### config.mk
export PLATFORM = sky130hd
export DESIGN_NAME = hyst_result_writer_flat
export DESIGN_NICKNAME = d
export VERILOG_FILES = /design/src/rtl/hyst_result_writer_if.sv /design/src/rtl/hyst_result_writer.sv /design/src/flat_wrapper.sv
export SDC_FILE = /design/constraint.sdc
export NUM_CORES = 1
export LEC_CHECK = 0
export ABC_AREA = 1
export BUFFER_PORTS_ARGS = -buffer_cell sky130_fd_sc_hd__buf_2
export CAP_MARGIN = 40
export CORE_MARGIN = 3
export CORE_UTILIZATION = 47
export CTS_CLUSTER_SIZE = 10
export DETAILED_ROUTE_END_ITERATION = 10
export GPL_TIMING_DRIVEN = 0
export PLACE_DENSITY = 0.68
export SLEW_MARGIN = 20
export SYNTH_ARGS = -nofsm -noshare
export SYNTH_HDL_FRONTEND = slang
export SYNTH_SLANG_ARGS = --single-unit
### constraint.sdc
create_clock -name clk -period 8.8 [get_ports clk]
set_input_delay 2.64 -clock clk [delete_from_list [all_inputs] [get_ports clk]]
set_output_delay 2.64 -clock clk [all_outputs]
set_load 0.01 [all_outputs]
### src/rtl/hyst_result_writer_if.sv
// Bus interfaces for hyst_result_writer.
//   hyst_col_if : finished-column channel from the hysteresis stage
//                 (master = hysteresis stage, slave = result writer).
//   hyst_mem_if : byte write port into the output-image memory
//                 (master = result writer, slave = memory).
`timescale 1ns/1ps

interface hyst_col_if #(
  parameter int NUM_PIX    = 10,
  parameter int ADDR_WIDTH = 20
);
  logic                        col_valid;
  logic [NUM_PIX-1:0][7:0]     col_data;   // element 0 = top pixel
  logic [ADDR_WIDTH-1:0]       col_addr;   // address of pixel 0
  logic                        col_ready;

  modport master (
    output col_valid,
    output col_data,
    output col_addr,
    input  col_ready
  );

  modport slave (
    input  col_valid,
    input  col_data,
    input  col_addr,
    output col_ready
  );
endinterface

interface hyst_mem_if #(
  parameter int ADDR_WIDTH = 20
);
  logic                  mem_wr_en;
  logic [ADDR_WIDTH-1:0] mem_addr;
  logic [7:0]            mem_wdata;
  logic                  mem_ready;

  modport master (
    output mem_wr_en,
    output mem_addr,
    output mem_wdata,
    input  mem_ready
  );

  modport slave (
    input  mem_wr_en,
    input  mem_addr,
    input  mem_wdata,
    output mem_ready
  );
endinterface

### src/rtl/hyst_result_writer.sv
// hyst_result_writer: captures finished pixel columns from the hysteresis
// stage into a holding slot, moves them to an active slot and streams them
// one byte per accepted cycle into the output-image memory, walking down the
// column by ROW_STRIDE per pixel. A column offered while the holding slot is
// full is dropped and flagged in the sticky overflow bit.
//
// Optional feature macro: HYST_BINARIZE_EN
//   defined   -> every non-zero pixel is written as 8'hFF, zero as 8'h00
//   undefined -> pixels are written unchanged
`timescale 1ns/1ps

module hyst_result_writer #(
  parameter int NUM_PIX    = 10,
  parameter int ADDR_WIDTH = 20,
  parameter int ROW_STRIDE = 640
) (
  input  logic        clk,
  input  logic        rst,
  hyst_col_if.slave   col,
  hyst_mem_if.master  mem,
  output logic        writer_idle,
  output logic        overflow,
  output logic [15:0] cols_written
);

  localparam int                    IDX_W    = (NUM_PIX > 1) ? $clog2(NUM_PIX) : 1;
  localparam logic [IDX_W-1:0]      LAST_IDX = IDX_W'(NUM_PIX - 1);
  localparam logic [ADDR_WIDTH-1:0] STRIDE   = ADDR_WIDTH'(ROW_STRIDE);

  typedef enum logic [1:0] {
    S_IDLE  = 2'd0,
    S_LOAD  = 2'd1,
    S_WRITE = 2'd2
  } state_t;

  state_t r_state;
  state_t w_state_next;

  // Holding slot (filled by the upstream stage) and active slot (being written).
  logic [NUM_PIX-1:0][7:0] r_hold_data;
  logic [ADDR_WIDTH-1:0]   r_hold_base;
  logic                    r_hold_valid;
  logic [NUM_PIX-1:0][7:0] r_act_data;

  // Write pointer and registered memory outputs. The active base address is
  // not kept separately: r_mem_addr starts at it and accumulates ROW_STRIDE,
  // which equals base + idx*ROW_STRIDE modulo 2^ADDR_WIDTH.
  logic [IDX_W-1:0]      r_idx;
  logic [ADDR_WIDTH-1:0] r_mem_addr;
  logic [7:0]            r_mem_wdata;
  logic                  r_overflow;
  logic [15:0]           r_cols_written;

  logic             w_capture;
  logic             w_drop;
  logic             w_load;
  logic             w_accept;
  logic             w_last;
  logic             w_col_done;
  logic             w_wr_en;
  logic             w_idle;
  logic [IDX_W-1:0] w_idx_next;

  // Output pixel mapping; the binarised build collapses strong/weak edges.
  function automatic logic [7:0] f_pix_out(input logic [7:0] pix);
`ifdef HYST_BINARIZE_EN
    return (pix != 8'h00) ? 8'hFF : 8'h00;
`else
    return pix;
`endif
  endfunction

  assign w_capture  = col.col_valid && !r_hold_valid;
  assign w_drop     = col.col_valid &&  r_hold_valid;
  assign w_accept   = (r_state == S_WRITE) && mem.mem_ready;
  assign w_last     = (r_idx == LAST_IDX);
  assign w_col_done = w_accept && w_last;
  assign w_idx_next = r_idx + IDX_W'(1);

  // State register.
  // NOTE: sequential state uses non-blocking (<=) so every register samples
  // pre-edge values; blocking (=) here would create order-dependent races.
  always_ff @(posedge clk) begin
    if (rst) begin
      r_state <= S_IDLE;
    end else begin
      r_state <= w_state_next;
    end
  end

  // Next-state decode.
  // NOTE: every combinational output gets a default first, so no path leaves
  // it unassigned and no latch is inferred.
  always_comb begin
    w_state_next = r_state;
    unique case (r_state)
      S_IDLE: begin
        if (r_hold_valid) w_state_next = S_LOAD;
      end
      S_LOAD: begin
        w_state_next = S_WRITE;
      end
      S_WRITE: begin
        if (w_col_done) begin
          // A column captured in this same cycle still counts as waiting.
          w_state_next = (r_hold_valid || w_capture) ? S_LOAD : S_IDLE;
        end
      end
      default: w_state_next = S_IDLE;
    endcase
  end

  // State-decoded control outputs.
  always_comb begin
    w_wr_en = 1'b0;
    w_load  = 1'b0;
    w_idle  = 1'b0;
    unique case (r_state)
      S_IDLE:  w_idle  = !r_hold_valid;
      S_LOAD:  w_load  = 1'b1;
      S_WRITE: w_wr_en = 1'b1;
      default: w_idle  = 1'b0;
    endcase
  end

  // Holding-slot occupancy; a capture in the LOAD cycle refills the slot.
  always_ff @(posedge clk) begin
    if (rst) begin
      r_hold_valid <= 1'b0;
    end else if (w_capture) begin
      r_hold_valid <= 1'b1;
    end else if (w_load) begin
      r_hold_valid <= 1'b0;
    end
  end

  // Column payload storage for both slots.
  // NOTE: the pixel/address storage has no reset; it is only ever read while
  // guarded by r_hold_valid or the FSM, so clearing it would add reset fan-out
  // for no functional effect.
  always_ff @(posedge clk) begin
    if (w_capture) begin
      r_hold_data <= col.col_data;
      r_hold_base <= col.col_addr;
    end
    if (w_load) begin
      r_act_data <= r_hold_data;
    end
  end

  // Pixel pointer and registered address/data; held while memory stalls.
  always_ff @(posedge clk) begin
    if (rst) begin
      r_idx       <= '0;
      r_mem_addr  <= '0;
      r_mem_wdata <= 8'h00;
    end else if (w_load) begin
      r_idx       <= '0;
      r_mem_addr  <= r_hold_base;
      r_mem_wdata <= f_pix_out(r_hold_data[0]);
    end else if (w_accept) begin
      if (w_last) begin
        r_idx <= '0;
      end else begin
        r_idx       <= w_idx_next;
        r_mem_addr  <= r_mem_addr + STRIDE;
        r_mem_wdata <= f_pix_out(r_act_data[w_idx_next]);
      end
    end
  end

  // Sticky drop flag and completed-column counter (wraps at 16 bits).
  always_ff @(posedge clk) begin
    if (rst) begin
      r_overflow     <= 1'b0;
      r_cols_written <= 16'h0000;
    end else begin
      if (w_drop) r_overflow <= 1'b1;
      if (w_col_done) r_cols_written <= r_cols_written + 16'h0001;
    end
  end

  assign col.col_ready = !r_hold_valid;
  assign mem.mem_wr_en = w_wr_en;
  assign mem.mem_addr  = r_mem_addr;
  assign mem.mem_wdata = r_mem_wdata;
  assign writer_idle   = w_idle;
  assign overflow      = r_overflow;
  assign cols_written  = r_cols_written;

endmodule

### src/flat_wrapper.sv
// flat-port wrapper written by rule: the top's interface ports become plain ports
module hyst_result_writer_flat 
#(
  parameter int NUM_PIX    = 10,
  parameter int ADDR_WIDTH = 20,
  parameter int ROW_STRIDE = 640
)
  (clk, rst, writer_idle, overflow, cols_written, col_col_valid, col_col_data, col_col_addr, col_col_ready, mem_mem_wr_en, mem_mem_addr, mem_mem_wdata, mem_mem_ready);
  hyst_col_if #(.NUM_PIX(NUM_PIX), .ADDR_WIDTH(ADDR_WIDTH)) col_i ();
  hyst_mem_if #(.ADDR_WIDTH(ADDR_WIDTH)) mem_i ();
  input  logic clk;
  input  logic rst;
  output logic writer_idle;
  output logic overflow;
  output logic [15:0] cols_written;
  input wire logic [$bits(col_i.col_valid)-1:0] col_col_valid;
  input wire logic [$bits(col_i.col_data)-1:0] col_col_data;
  input wire logic [$bits(col_i.col_addr)-1:0] col_col_addr;
  output wire logic [$bits(col_i.col_ready)-1:0] col_col_ready;
  output wire logic [$bits(mem_i.mem_wr_en)-1:0] mem_mem_wr_en;
  output wire logic [$bits(mem_i.mem_addr)-1:0] mem_mem_addr;
  output wire logic [$bits(mem_i.mem_wdata)-1:0] mem_mem_wdata;
  input wire logic [$bits(mem_i.mem_ready)-1:0] mem_mem_ready;
  assign col_i.col_valid = col_col_valid;
  assign col_i.col_data = col_col_data;
  assign col_i.col_addr = col_col_addr;
  assign col_col_ready = col_i.col_ready;
  assign mem_mem_wr_en = mem_i.mem_wr_en;
  assign mem_mem_addr = mem_i.mem_addr;
  assign mem_mem_wdata = mem_i.mem_wdata;
  assign mem_i.mem_ready = mem_mem_ready;
  hyst_result_writer #(.NUM_PIX(NUM_PIX), .ADDR_WIDTH(ADDR_WIDTH), .ROW_STRIDE(ROW_STRIDE)) u_core (.clk(clk), .rst(rst), .col(col_i), .mem(mem_i), .writer_idle(writer_idle), .overflow(overflow), .cols_written(cols_written));
endmodule
==> metrics.cfg <==
[synth]
synth_top_cell_area_share=0.593
synth_edf_count=180
ys_seq_elements=232
yosysTopAreaCell=edfxtp_1
synthCells=828
synth.top_cells.by_count=211 x nand2_1, 180 x edfxtp_1, 83 x inv_1, 80 x nor2_1, 74 x nand3_1
avgSynthCellArea_um2=11.0
yosysSeqAreaShare=0.707
yosysMostFrequentCell=nand2_1
async_flop_share=0
synth_fp_nets=936
syn-cell-area_um2=9120
synth_top_flop_cell=edfxtp_1
synth_cell_types=37
ys_top_cells_by_area=edfxtp_1 59%, dfxtp_1 11%, nand2_1 8.7%, nand3_1 4.1%, inv_1 3.4%
yosys_warnings=0

[clock_tree]
htree_levels=1
cts_tree=built
clk_latency_ns=0.52
cts_root_buffer=clkbuf_16
cts-hold-fix-buffers=0
numCtsBuffers=27
post_cts_buffers=0
clockBufferDepth=3
cts_sinks=232
clk_pin_slew_ns=0.05
ctsResizeCount=0

[sta]
fin_setup_tns_ns=0
whs_ns=0.415
rsz0062_at_grt=no
min_period_ns=4.06
setup_viol=0
skew_ns=0.00820
max_freq_ghz=0.246
final_max_slew_viol_count=0
worst_pin_slew_ns=0.618
hold_violations=0
finalCritPeriodShare=0.462
relSlewSlack=0.588

[route]
routed_via_density=4.83
drc=0
drtIter0Drc=438
route.vias.total=6226
final_antenna_net_count=0
drt-total-wl_um=19400
wl_per_cell_um=15.0
first_pass_iters=5

[final_layout]
drive_gt1_frac=0.218
area_growth_pct=20.9
n_antenna_cell=0
ff_latch_area_um2=6450
final_area_um2=11000
multi_input_area_um2=2200
nNetsFinal=1117
nFillCells=1591

[placed_design]
portBuffers=150
place.gp.congestion=0.863
dp_hpwl_um=13400
dpl-instance-area_um2=10300

[global_routing]
grt_max_degree=79
overflow=0
track_usage=0.182
grt_pass1_wl_um=30800
antenna_found_initial=0
grt_pass1_vias=6028

[critical_path]
cp-start-kind=register
crit_fanout=5
path_class=register to primary output
slowest_stage=dfxtp_1
cp.arrival_ns=1.42
critPathRequiredTime_ns=6.16
slowest_delay_ns=0.37
cp-end-kind=primary output
path_cells=nor3_1, buf_2

[hold_path]
min_path_type=register to register

[power_and_ir_drop]
power.static_leakage_nw=4.56
total_power_mw=2.96
vdd_drop_max_mv=0.210
power.density_nw_per_um2=269

[run]
maxCapViolCount=0

[floorplan]
die_width_um=145
die_area_um2=21100
ios=152
core-area_um2=18900
num_rows=50
initial_core_util=0.483
die_h_um=145

[outcome]
status=finished clean

==> cell type report <==
class                   count  area share
repair buffers            152      0.0731
well taps                 260      0.0295
clock inverters             3     0.00170
plain buffers              29      0.0128
inverters                  88      0.0304
flip-flops and latches    232       0.585
multi-input cells         479       0.200
clock buffers              47      0.0681
==> sequential cells by signal, indices dropped and copies added (netlist names) <==
signal	flops
u_core.r_act_data	80
u_core.r_hold_data	80
u_core.mem.mem_addr	20
u_core.r_hold_base	20
u_core.cols_written	16
u_core.mem.mem_wdata	8
u_core.r_idx	4
u_core.r_state	2
u_core.overflow	1
u_core.r_hold_valid	1
==> final timing paths <==
path,cells after the start,slack (ns),from,to
worst min register to register,0,0.41,u_core.r_hold_data[75],u_core.r_act_data[75]
worst max-delay path,2,4.74,u_core.r_state[1],writer_idle
worst max register to register,11,6.62,u_core.r_idx[1],u_core.mem.mem_wdata[6]
worst min-delay path,0,0.41,u_core.r_hold_data[75],u_core.r_act_data[75]
==> logic make-up after synthesis <==
| family | synth area share |
|---|---|
| and+or+nand+nor | 0.195 |
| xor gates and xnor gates | 0.000961 |
| AOI/OAI and AO/OA | 0.0403 |
| buffers and inverters | 0.0514 |
| DFF | 0.707 |
| adders and majority gates | 0.00549 |
==> worst max-delay path, delay by kind of cell, from the launching register on <==
family                 cells  cell delay [ns]
buffers and inverters      1             0.20
and+or+nand+nor            1             0.33
DFF                        1             0.37
==> power by group <==
group | internal, mW | switching [mW]
sequential | 1.39 | 0.0634
clock | 0.574 | 0.400
combinational | 0.181 | 0.362
==> cells in the final DEF (no fill, tap or decap), types with 3 or more instances in the layout <==
cell,n
edfxtp_1,180
nor3_1,9
nor2_1,80
nand3_1,74
o21ai_0,24
nand4_1,6
ha_1,4
o211ai_1,4
buf_2,164
or2_2,3
a31oi_1,4
nor2_2,4
inv_1,82
clkbuf_16,27
clkbuf_1,31
nand2_2,3
nand2_1,211
a21oi_1,31
inv_2,3
dfxtp_1,52
nor2_4,4
==> metal layers <==
layer  vias to the layer above  GRT usage  share of wire
met4                         0     0.0613          0.024
met2                       189      0.298           0.48
met3                        34     0.0328          0.056
met5                         -          0              0
li1                       3144          -              -
met1                      2859      0.249           0.44
==> stage by stage <==
stage | setup slack, ns | std cells | util
final | 4.74 | 1290 | 0.584
after CTS | 4.74 | 1290 | 0.584
after detailed placement | 4.88 | 1240 | 0.543
after global routing | 4.70 | 1290 | 0.584
after global placement | 2.65 | 1238 | 0.540
after floorplan | 3.70 | 828 | -
Power figures use the tool's default switching activity.
